[src/rtl/binop_seq_pkg.sv]
// rtl/binop_seq_pkg.sv - shared state encoding and limits for the binop issue sequencer
package binop_seq_pkg;

  localparam int BINOP_SEQ_MAX_LATENCY = 15;
  localparam int BINOP_SEQ_CNT_W       = 4;

  typedef enum logic [1:0] {
    IDLE = 2'd0,
    BUSY = 2'd1,
    DONE = 2'd2
  } binop_seq_state_t;

endpackage

[src/rtl/binop_if.sv]
// rtl/binop_if.sv - operand/result bundle between the sequencer and a binary-op implementation
interface BinOp #(
  parameter int OPERAND_WIDTH = 32
);

  logic [OPERAND_WIDTH:0] lhs;
  logic [OPERAND_WIDTH:0] rhs;
  logic [OPERAND_WIDTH:0] result;

  modport Injected (output lhs, output rhs, input result);
  modport Impl     (input lhs, input rhs, output result);

endinterface

[src/rtl/binop_seq_ctrl.sv]
// rtl/binop_seq_ctrl.sv - issue FSM and settle counter; BINOP_SEQ_OVERLAP_EN lets DONE accept the next request
module binop_seq_ctrl
  import binop_seq_pkg::*;
#(
  parameter int LATENCY = 1
) (
  input  logic clk_i,
  input  logic rst_i,
  input  logic req_valid_i,
  input  logic resp_ready_i,
  output logic req_ready_o,
  output logic resp_valid_o,
  output logic busy_o,
  output logic load_o,
  output logic capture_o
);

  localparam logic [BINOP_SEQ_CNT_W-1:0] CNT_LOAD = BINOP_SEQ_CNT_W'(LATENCY - 1);

  binop_seq_state_t             state_q, state_d;
  logic [BINOP_SEQ_CNT_W-1:0]   cnt_q, cnt_d;

  always_ff @(posedge clk_i) begin
    if (rst_i) begin
      state_q <= IDLE;
      cnt_q   <= '0;
    end else begin
      state_q <= state_d;
      cnt_q   <= cnt_d;
    end
  end

  always_comb begin
    state_d      = state_q;
    cnt_d        = cnt_q;
    req_ready_o  = 1'b0;
    resp_valid_o = 1'b0;
    busy_o       = 1'b0;
    load_o       = 1'b0;
    capture_o    = 1'b0;
    unique case (state_q)
      IDLE: begin
        req_ready_o = 1'b1;
        if (req_valid_i) begin
          load_o  = 1'b1;
          cnt_d   = CNT_LOAD;
          state_d = BUSY;
        end
      end
      BUSY: begin
        busy_o = 1'b1;
        // Counter reaching zero marks the edge LATENCY cycles after acceptance.
        if (cnt_q == '0) begin
          capture_o = 1'b1;
          state_d   = DONE;
        end else begin
          cnt_d = cnt_q - 1'b1;
        end
      end
      DONE: begin
        busy_o       = 1'b1;
        resp_valid_o = 1'b1;
`ifdef BINOP_SEQ_OVERLAP_EN
        req_ready_o = resp_ready_i;
        if (resp_ready_i) begin
          if (req_valid_i) begin
            load_o  = 1'b1;
            cnt_d   = CNT_LOAD;
            state_d = BUSY;
          end else begin
            state_d = IDLE;
          end
        end
`else
        if (resp_ready_i) begin
          state_d = IDLE;
        end
`endif
      end
      default: state_d = IDLE;
    endcase
  end

endmodule

[src/rtl/binop_sequencer.sv]
// rtl/binop_sequencer.sv - holds operands stable into a BinOp implementation and returns its result
// BINOP_SEQ_OVERLAP_EN (in binop_seq_ctrl) overlaps response and next request.
module binop_sequencer
  import binop_seq_pkg::*;
#(
  parameter int OPERAND_WIDTH = 32,
  parameter int LATENCY       = 1
) (
  input  logic                   clk,
  input  logic                   rst,
  input  logic                   req_valid,
  output logic                   req_ready,
  input  logic [OPERAND_WIDTH:0] req_lhs,
  input  logic [OPERAND_WIDTH:0] req_rhs,
  output logic                   resp_valid,
  input  logic                   resp_ready,
  output logic [OPERAND_WIDTH:0] resp_result,
  output logic                   busy,
  BinOp.Injected                 op
);

  if (LATENCY < 1 || LATENCY > BINOP_SEQ_MAX_LATENCY) begin : g_latency_range
    $error("binop_sequencer: LATENCY must be in 1..15");
  end

  logic                   load;
  logic                   capture;
  logic [OPERAND_WIDTH:0] lhs_q, lhs_d;
  logic [OPERAND_WIDTH:0] rhs_q, rhs_d;
  logic [OPERAND_WIDTH:0] result_q, result_d;

  binop_seq_ctrl #(
    .LATENCY(LATENCY)
  ) u_ctrl (
    .clk_i       (clk),
    .rst_i       (rst),
    .req_valid_i (req_valid),
    .resp_ready_i(resp_ready),
    .req_ready_o (req_ready),
    .resp_valid_o(resp_valid),
    .busy_o      (busy),
    .load_o      (load),
    .capture_o   (capture)
  );

  always_comb begin
    lhs_d    = lhs_q;
    rhs_d    = rhs_q;
    result_d = result_q;
    if (load) begin
      lhs_d = req_lhs;
      rhs_d = req_rhs;
    end
    if (capture) begin
      result_d = op.result;
    end
  end

  always_ff @(posedge clk) begin
    if (rst) begin
      lhs_q    <= '0;
      rhs_q    <= '0;
      result_q <= '0;
    end else begin
      lhs_q    <= lhs_d;
      rhs_q    <= rhs_d;
      result_q <= result_d;
    end
  end

  // Operands reach the implementation only from registers so they stay put while it settles.
  assign op.lhs      = lhs_q;
  assign op.rhs      = rhs_q;
  assign resp_result = result_q;

endmodule

[src/flat_wrapper.sv]
// flat-port wrapper written by rule: the top's interface ports become plain ports
module binop_sequencer_flat import binop_seq_pkg::*;
#(
  parameter int OPERAND_WIDTH = 32,
  parameter int LATENCY       = 1
)
  (clk, rst, req_valid, req_ready, req_lhs, req_rhs, resp_valid, resp_ready, resp_result, busy, op_lhs, op_rhs, op_result);
  BinOp #(.OPERAND_WIDTH(OPERAND_WIDTH)) op_i ();
  input  logic clk;
  input  logic rst;
  input  logic req_valid;
  output logic req_ready;
  input  logic [OPERAND_WIDTH:0] req_lhs;
  input  logic [OPERAND_WIDTH:0] req_rhs;
  output logic resp_valid;
  input  logic resp_ready;
  output logic [OPERAND_WIDTH:0] resp_result;
  output logic busy;
  output wire logic [$bits(op_i.lhs)-1:0] op_lhs;
  output wire logic [$bits(op_i.rhs)-1:0] op_rhs;
  input wire logic [$bits(op_i.result)-1:0] op_result;
  assign op_lhs = op_i.lhs;
  assign op_rhs = op_i.rhs;
  assign op_i.result = op_result;
  binop_sequencer #(.OPERAND_WIDTH(OPERAND_WIDTH), .LATENCY(LATENCY)) u_core (.clk(clk), .rst(rst), .req_valid(req_valid), .req_ready(req_ready), .req_lhs(req_lhs), .req_rhs(req_rhs), .resp_valid(resp_valid), .resp_ready(resp_ready), .resp_result(resp_result), .busy(busy), .op(op_i));
endmodule
[config.mk]
export PLATFORM = sky130hd
export DESIGN_NAME = binop_sequencer_flat
export DESIGN_NICKNAME = d
export VERILOG_FILES = /design/src/rtl/binop_seq_pkg.sv /design/src/rtl/binop_if.sv /design/src/rtl/binop_seq_ctrl.sv /design/src/rtl/binop_sequencer.sv /design/src/flat_wrapper.sv
export SDC_FILE = /design/constraint.sdc
export NUM_CORES = 1
export LEC_CHECK = 0
export CAP_MARGIN = 20
export CORE_MARGIN = 8
export CORE_UTILIZATION = 40
export CTS_CLUSTER_SIZE = 12
export DETAILED_ROUTE_END_ITERATION = 12
export DONT_BUFFER_PORTS = 1
export PLACE_DENSITY = 0.59
export SLEW_MARGIN = 20
export SYNTH_ARGS = -nofsm -noshare
export SYNTH_HDL_FRONTEND = slang
export SYNTH_HIERARCHICAL = 1
export SYNTH_SLANG_ARGS = --single-unit
[constraint.sdc]
create_clock -name clk -period 2.6 [get_ports clk]
set_input_delay 0.52 -clock clk [delete_from_list [all_inputs] [get_ports clk]]
set_output_delay 0.52 -clock clk [all_outputs]
set_load 0.03 [all_outputs]
Word-level counts from Yosys, hierarchy flattened
Index checks and enable logic that the tools add are counted.
{"block": "classes", "add_sub_neg": 1, "mul": 0, "n_div": 0, "magnitude_cmp": 0, "n_eq_ne": 6, "shifts": 0, "n_mux": 14, "n_bitwise": 0, "n_reduce_logical": 6}
{"operator": "4-bit two-way mux", "count": 2}
{"operator": "2-bit != test, second input constant", "count": 4}
{"operator": "4-bit case mux with 2 select lines", "count": 1}
{"operator": "1-bit two-way mux", "count": 7}
{"operator": "2-bit two-way mux", "count": 3}
{"operator": "2-bit case mux with 3 select lines", "count": 1}
{"operator": "3-bit AND reduction", "count": 2}
{"operator": "4-bit logical NOT", "count": 1}
{"operator": "4-bit by 1-bit subtractor with 4-bit output, second input constant", "count": 1}
{"operator": "2-bit by 1-bit == test with 1-bit output, second input constant", "count": 1}
{"operator": "2-bit == test, second input constant", "count": 1}
{"operator": "2-bit logical NOT", "count": 1}
{"operator": "2-bit nonzero test", "count": 1}
{"operator": "2-bit OR reduction", "count": 1}
{"block": "word_totals", "ff_bits": 105, "latchBits": 0, "mem_bits_rw": 0, "romBits": 0, "inputBits": 103, "memories": 0}

Longest topological paths before layout
Gate-level depths: netlist of run 1.
{"block": "depth", "ltp_word": 3, "depth_mapped": 8, "mapped_depth_nobuf": 6}

Modules after synthesis
The synthesis of run 1 kept the hierarchy.
{"mod": "binop_sequencer", "n_inst": 1, "cells_each": 320, "area_each_um2": 3562.2}
{"mod": "binop_seq_ctrl", "n_inst": 1, "cells_each": 50, "area_each_um2": 406.6}

Worst setup path after synthesis of run 1
Ideal clock, no wire load.
{"block": "synth_timing", "path_kind": "register to register", "start": "reg u_core.u_ctrl.state_q[0]", "end": "reg u_core.u_ctrl.cnt_q[2]", "arrival_time_ns": 1.679, "required_time_ns": 2.530, "slack_ns": 0.851, "path_stages_with_launch": 7, "n_path_buf": 0, "period_less_slack_ns": 1.749, "cell_sequence": "dfxtp_1 -> inv_1 -> ha_1 -> nor2b_4 -> o21bai_1 -> or4_1 -> a21oi_1"}
{"block": "synth_via", "elab_chain_len": 3, "word_cells_on_any_way": 7, "cone_classes": "3 x eq/ne; 1 x mux; 3 x reduce/logical"}
{"element": "start: declaration", "line_no": "binop_seq_ctrl.sv:20", "rtl": "binop_seq_state_t state_q, state_d;"}
{"element": "start signal: assignment", "line_no": "binop_seq_ctrl.sv:28", "rtl": "state_q <= state_d;"}
{"element": "2-bit by 1-bit == test with 1-bit output / 2-bit logical NOT (equally long branches)", "line_no": "binop_seq_ctrl.sv:41", "rtl": "unique case (state_q)"}
{"element": "2-bit != test (no source line) / 2-bit nonzero test (equally long branches)"}
{"element": "3-bit AND reduction (no source line)"}
{"element": "end signal: assignment", "line_no": "binop_seq_ctrl.sv:29", "rtl": "cnt_q <= cnt_d;"}
{"element": "end: declaration", "line_no": "binop_seq_ctrl.sv:21", "rtl": "logic [BINOP_SEQ_CNT_W-1:0] cnt_q, cnt_d;"}
Several ways; a longest one is shown, not always the timed one.
A chain may end at the register's enable or synchronous reset.

Worst setup path in the final report of run 1
{"block": "layout_timing", "start": "reg u_core.u_ctrl.state_q[1]", "end": "reg u_core.u_ctrl.cnt_q[2]"}
The elaborated chain is that of the path after synthesis.

==> results of run 1 <==
per-layer routing:
layer,GRT usage,share of wire
met5,0,0
met4,0.05791,0.017
met3,0.07973,0.16
met2,0.2023,0.45
met1,0.1363,0.37
synthesized netlist by cell type (3+ instances only):
| cell type | n |
|---|---|
| nor2_1 | 105 |
| ha_1 | 5 |
| mux2i_1 | 100 |
| clkbuf_1 | 9 |
| buf_6 | 5 |
| buf_4 | 3 |
| dfxtp_1 | 105 |
| o21ai_0 | 3 |
| inv_1 | 6 |
| a21oi_1 | 5 |
| buf_12 | 5 |
| nand2_1 | 3 |
| nor3_1 | 3 |
worst min-delay path by stage:
stage	endpoint	cells after the start
global placement	u_core/u_ctrl/cnt_q[0]	2
global route	u_core/op.rhs[19]	1
finish	u_core/u_ctrl/state_q[0]	1
floorplan	u_core/u_ctrl/cnt_q[0]	2
detailed placement	u_core/u_ctrl/cnt_q[3]	2
CTS	u_core/u_ctrl/state_q[0]	1
layout make-up:
type	instances	area [µm²]	share of cell area
timing repair buffer	3	47.55	0.01133
multi-input combinational	236	1635	0.3898
sequential	105	2102	0.5010
inverter	6	22.52	0.005368
tap	133	166.4	0.03967
clock buffer	11	151.4	0.03609
clock inverter	5	70.07	0.01670
sequential cells by signal (all words and copies together) (netlist names):
name                   cells
u_core/u_ctrl/cnt_q        4
u_core/u_ctrl/state_q      2
u_core/op.rhs             33
u_core/resp_result        33
u_core/op.lhs             33
critical path, stage by stage, from the launching register on:
cell and delay (ns):
dfxtp_1 0.38, inv_1 0.07, ha_1 0.35, nor2b_4 0.22, o21bai_1 0.21, or4_1 0.49
a21oi_1 0.13
power groups by stage:
stage / Clock, W / Sequential, W / Combinational, W
2_1_floorplan: 0 / 0.00259 / 0.00115
3_3_place_gp: 0 / 0.00268 / 0.00112
3_5_place_dp: 0 / 0.00268 / 0.00115
4_1_cts: 0.00114 / 0.00264 / 0.00115
5_1_grt: 0.00120 / 0.00267 / 0.00125
6_report: 0.00109 / 0.00263 / 0.00114
metrics by stage:
| step | total power [W] | cell area [µm²] |
|---|---|---|
| after CTS | 0.004937 | 4195 |
| after detailed placement | 0.003829 | 3974 |
| after floorplan | 0.003741 | 3969 |
| after global placement | 0.003801 | 3974 |
| final | 0.004864 | 4195 |
| after global routing | 0.005121 | 4195 |
logic make-up after synthesis:
family,Yosys count,share of synthesized area
flip-flops,105,0.5296
buffers and inverters,29,0.06053
AND/OR/NAND/NOR,119,0.1226
multiplexers,100,0.2522
AO/OA/AOI/OAI,12,0.01923
adder cells (fa/ha/maj),5,0.01576
==> summary.txt, run 1 <==
Logic synthesis
  – Cell variety after synth: 25
  – Area contributors post-synth: dfxtp_1, mux2i_1, nor2_1
  – Syn avg cell area: 10.73 µm²
  – Ys async rst share: 0
  – Ys Warns: 6
  – Primary FF master, synth: dfxtp_1
  – Share of the synthesized area in the top cell type: 0.5296
  – Post-synth EDFFs: 0
  – Cells after synthesis: between 300 and 400
  – Post-Syn Area: 3969 µm²
  – Flops & latches, synth: ~110
  – Syn nets: about 480
  – Seq/Total Area, Yosys: 0.5296
  – Dominant cell type by area after synthesis: dfxtp_1

GRT
  – Antenna violations before repair: 0
  – Vias in the first global route: 2558
  – Largest net degree at the start of global routing: around 110
  – GRT overflow: 0
  – Gr usage total: 0.1293
  – First-pass GRT wire length: around 14000 µm

Power
  – Switch Pwr: roughly 0.0019 W
  – Internal Power: approximately 0.0029 W
  – Comb pwr share: 0.235
  – Clock share of power: 0.224
  – Sw frac: 0.3939
  – Maximum VDD drop: about 0.00051 V
  – Pwr dens: between 1000 and 1500 nW/µm²
  – Seq pwr share: 0.541
  – Cell leakage power: approximately 1.7 nW

STA
  – Final Max Tran Viols: 0
  – Slew @ Worst Pin: roughly 0.60 ns
  – Final setup viols: 0
  – Hold_ws: around 0.22 ns
  – Period utilization: 0.7372
  – Period minus WS final: between 1.5 and 2 ns
  – Fmax: ~520 MHz
  – Setup slack after layout: 0.6832 ns
  – Max-slew headroom: 0.5985
  – Unrepaired setup endpoints after global routing: no
  – Final setup TNS: 0 ns
  – Final Hold Viols: 0
  – Final clock skew: between 0.01 and 0.015 ns

Clock network
  – Post-CTS Setup Inserts: 0
  – CTS H-tree lvls: 3
  – CTS tree: yes
  – Clk buf depth: 2
  – TritonCTS Buffers: 9
  – Worst-path clk slew: about 0.11 ns
  – CTS sink cnt: 105
  – Post-CTS sizing: 0
  – Hold_buf cts: 0
  – Skew-Pair Late Insertion Delay: around 0.35 ns
  – Root Buffer: clkbuf_8

Job
  – Max_cap viols: 0

Place
  – Routability cong.: between 0.7 and 0.8
  – Port Buffers: 0
  – Post-Place Setup Slack: 0.6950 ns
  – Number of instances in the placed design: approximately 480
  – Detailed Place HPWL: 6756 µm

Setup path
  – Crit path required time: ~2.9 ns
  – Flop2flop setup slack: roughly 0.68 ns
  – Crit. End Element: register
  – Setup crit start kind: register
  – Critical Path AT: 2.21 ns
  – Critical path origin: u_core/u_ctrl/state_q[1]
  – RR Startpoint: u_core/u_ctrl/state_q[1]
  – Critical-path maximum fanout: 6
  – Worst r2r dst: u_core/u_ctrl/cnt_q[2]
  – Critical path class: reg -> reg
  – Critical path capture point: u_core/u_ctrl/cnt_q[2]
  – R2r worst-path depth: 6

Final layout
  – Post-route insts no fill: ~500
  – Layout cells sized above 1: 0.06557
  – Fillers: approximately 950
  – Most frequent cells in the layout: dfxtp_1, nor2_1, mux2i_1
  – Synth-to-layout area growth: 5.706%
  – Most common cell after layout, fill and taps aside: dfxtp_1
  – # diodes: 0
  – Number of nets in the layout: around 470
  – Final Util: 0.4332

Floorplan
  – # IOs: about 210
  – Core area: about 9700 µm²
  – Row Count: 36
  – Die Width: between 100 and 150 µm
  – Die area: 13370 µm²
  – Initial Util: 0.4098
  – Die H: about 120 µm

Route
  – Vias per cell: 4.974
  – Initial DRT Pass Iterations: 4
  – Avg WL per Cell: 18.46 µm
  – # DRC: 0
  – ANT nets after route: 0
  – Initial DRC count: 129
  – Vias after detailed routing: between 2000 and 2500
  – Total detailed-routing wirelength: 9211 µm

Outcome
  – Status: completed

Worst hold path
  – Worst hold start: rst
  – Hold Path Class: in -> reg
Note: power is estimated with default switching activity, not from simulation.
==> inputs of run 2 (changes only) <==
--- a/config.mk
+++ b/config.mk
@@ -11,7 +11,7 @@
 export CTS_CLUSTER_SIZE = 12
 export DETAILED_ROUTE_END_ITERATION = 12
 export DONT_BUFFER_PORTS = 1
-export PLACE_DENSITY = 0.59
+export PLACE_DENSITY = 0.61
 export SLEW_MARGIN = 20
 export SYNTH_ARGS = -nofsm -noshare
 export SYNTH_HDL_FRONTEND = slang
==> constraint.sdc (replaced) <==
create_clock -name clk -period 1.66 [get_ports clk]
set_input_delay 0.332 -clock clk [delete_from_list [all_inputs] [get_ports clk]]
set_output_delay 0.332 -clock clk [all_outputs]
set_load 0.03 [all_outputs]
==> summary.txt, run 2 (synthesis gave the netlist of run 1 again) <==
Setup path
  – Critical-path maximum fanout: 6
  – Worst r2r dst: u_core/resp_result[14]
  – Crit. End Element: register
  – Flop2flop setup slack: -0.03 ns
  – Critical path class: reg -> reg
  – RR Startpoint: u_core/u_ctrl/cnt_q[1]
  – Slowest CP cell: or3b_4
  – Crit path required time: about 1.9 ns
  – Setup crit start kind: register
  – CP cell instances: inv_2 -> ha_4 -> or3b_4 -> nor2_4 -> buf_12 -> buf_12 -> mux2i_2 -> nor2_1
  – Crit path max-delay family: simple AND/OR/NAND/NOR gates
  – Buf+Inv Stages, Crit Path: 3
  – Max incr delay on CP: 0.38 ns
  – Critical Path AT: ~2.0 ns
  – Critical Path Most Common Cell: buf_12
  – R2r worst-path depth: 8

GRT
  – GRT overflow: 0
  – First-pass GRT wire length: between 10000 and 15000 µm
  – Largest net degree at the start of global routing: around 110
  – Vias in the first global route: between 2000 and 3000
  – Gr usage total: 0.1300
  – Antenna violations before repair: 0

Final layout
  – Synth-to-layout area growth: 10.88%
  – Final Util: 0.4544
  – Layout cells sized above 1: 0.1358
  – Most frequent cells in the layout: nor2_1, dfxtp_1, mux2i_1
  – Post-route insts no fill: 516
  – Fillers: 917
  – Most common cell after layout, fill and taps aside: nor2_1
  – Final Cell Area: about 4400 µm²
  – # diodes: 0
  – Number of nets in the layout: 486

Outcome
  – Status: finished, violations left
  – Violated checks: setup timing

Clock network
  – CTS sink cnt: approximately 110
  – Clk buf depth: 2
  – Skew-Pair Late Insertion Delay: about 0.36 ns
  – CTS tree: yes
  – TritonCTS Buffers: 9
  – Worst-path clk slew: 0.11 ns
  – CTS H-tree lvls: 3
  – Root Buffer: clkbuf_8

STA
  – Period minus WS final: about 1.7 ns
  – Hold_ws: between 0.03 and 0.04 ns
  – Final clock skew: 0.01559 ns
  – Unrepaired setup endpoints after global routing: yes
  – Period utilization: 1.016
  – Fmax: ~590 MHz
  – Max-slew headroom: 0.6551
  – Final Max Tran Viols: 0
  – Final setup viols: 14
  – Slew @ Worst Pin: between 0.5 and 0.6 ns
  – Final Hold Viols: 0
  – Setup slack after layout: -0.02658 ns

Power
  – Switch Pwr: between 0.003 and 0.004 W
  – Clock share of power: 0.197
  – Cell leakage power: around 1.7 nW
  – Sw frac: 0.3941
  – Internal Power: 0.004744 W
  – Seq pwr share: 0.528
  – Maximum VDD drop: between 0.001 and 0.0015 V
  – Comb pwr share: 0.276
  – Pwr dens: 1779 nW/µm²

Worst hold path
  – Worst hold start: rst
  – Hold Path End: u_core/op.rhs[16]
  – Hold Path Class: in -> reg
  – Hold-critical path depth: 1

Floorplan
  – Die H: approximately 120 µm
  – Initial Util: 0.4098
  – # IOs: 205
  – Core area: 9684 µm²
  – Row Count: 36
  – Die area: 13370 µm²
  – Die Width: between 100 and 150 µm

Place
  – Port Buffers: 0
  – Post-Place Setup Slack: -0.04535 ns
  – Routability cong.: 0.8199
  – Detailed Place HPWL: around 6800 µm
  – Number of instances in the placed design: between 400 and 500
  – Cell Area, Placed: between 4000 and 5000 µm²

Route
  – Vias after detailed routing: between 2000 and 3000
  – Initial DRT Pass Iterations: 4
  – Initial DRC count: roughly 110
  – # DRC: 0
  – Avg WL per Cell: approximately 18 µm
  – Vias per cell: approximately 5
  – Total detailed-routing wirelength: just over 9000 µm
  – ANT nets after route: 0

Job
  – Max_cap viols: 0
run 2: changes by cell type in the layout (fill, tap and decap cells not counted), sizes merged:
| cell | change |
|---|---|
| dlygate4sd3 | +1 |
| clkinv | -1 |
| clkbuf | +1 |
| buf | +15 |
| bufinv | -1 |
| clkinvlp | +2 |
run 2: worst max-delay path by stage:
stage | end | cells past startpoint | startpoint | slack (ns)
final | u_core/resp_result[14] | 8 | u_core/u_ctrl/cnt_q[1] | -0.03
after global routing | u_core/resp_result[24] | 8 | u_core/u_ctrl/cnt_q[1] | -0.10
after CTS | u_core/resp_result[27] | 8 | u_core/u_ctrl/cnt_q[1] | -0.04
after detailed placement | u_core/resp_result[3] | 7 | u_core/u_ctrl/cnt_q[1] | -0.05
after global placement | u_core/resp_result[12] | 7 | u_core/u_ctrl/cnt_q[1] | 0.007
after floorplan | u_core/resp_result[12] | 8 | u_core/u_ctrl/cnt_q[0] | -0.008
run 2: area by class of cell:
| cell class | count | area (µm²) | share of cell area |
|---|---|---|---|
| Multi-Input combinational cell | 236 | 1675 | 0.3807 |
| Sequential cell | 105 | 2107 | 0.4788 |
| Inverter | 6 | 22.52 | 0.005118 |
| Clock buffer | 11 | 151.4 | 0.03440 |
| Clock inverter | 5 | 46.29 | 0.01052 |
| Tap cell | 133 | 166.4 | 0.03782 |
| Timing Repair Buffer | 20 | 231.5 | 0.05260 |
run 2: timing repair:
| item | 4_1_cts | 5_1_grt |
|---|---|---|
| resized for setup | 2 | 7 |
| endpoints found under the setup margin | 21 | 32 |
| cloned | 1 | 1 |
| hold buffers | 0 | 1 |
| hold endpoints to repair | 0 | 3 |
| buffers inserted | 1 | 1 |
| pin swaps | 1 | 2 |
run 2: layer usage:
layer / vias to the layer above / share of wire / GRT usage
li1: 1237 / - / -
met1: 1136 / 0.37 / 0.1290
met4: 0 / 0.012 / 0.05445
met3: 9 / 0.16 / 0.08911
met5: - / 0 / 0
met2: 139 / 0.46 / 0.2085
run 2: worst reg2reg max path: cells and delay by family (launching register included):
kind	cells	cell delay, ns
and+or+nand+nor	3	0.58
buffers and inverters	3	0.34
DFF	1	0.33
muxes	1	0.22
adders and majority gates	1	0.12
run 2: per-stage QoR:
step | TNS, ns | total power, W
final | -0.09970 | 0.007828
after global routing | -1.945 | 0.008254
after CTS | -0.2662 | 0.007817
after detailed placement | -0.1257 | 0.006114
after global placement | 0 | 0.006058
after floorplan | -0.1559 | 0.005888
run 2: power groups by stage:
stage | sequential, W | clock, W | combinational, W
2_1_floorplan | 0.00406 | 0 | 0.00183
3_3_place_gp | 0.00419 | 0 | 0.00186
3_5_place_dp | 0.00419 | 0 | 0.00192
4_1_cts | 0.00414 | 0.00162 | 0.00206
5_1_grt | 0.00419 | 0.00172 | 0.00235
6_report | 0.00413 | 0.00154 | 0.00216
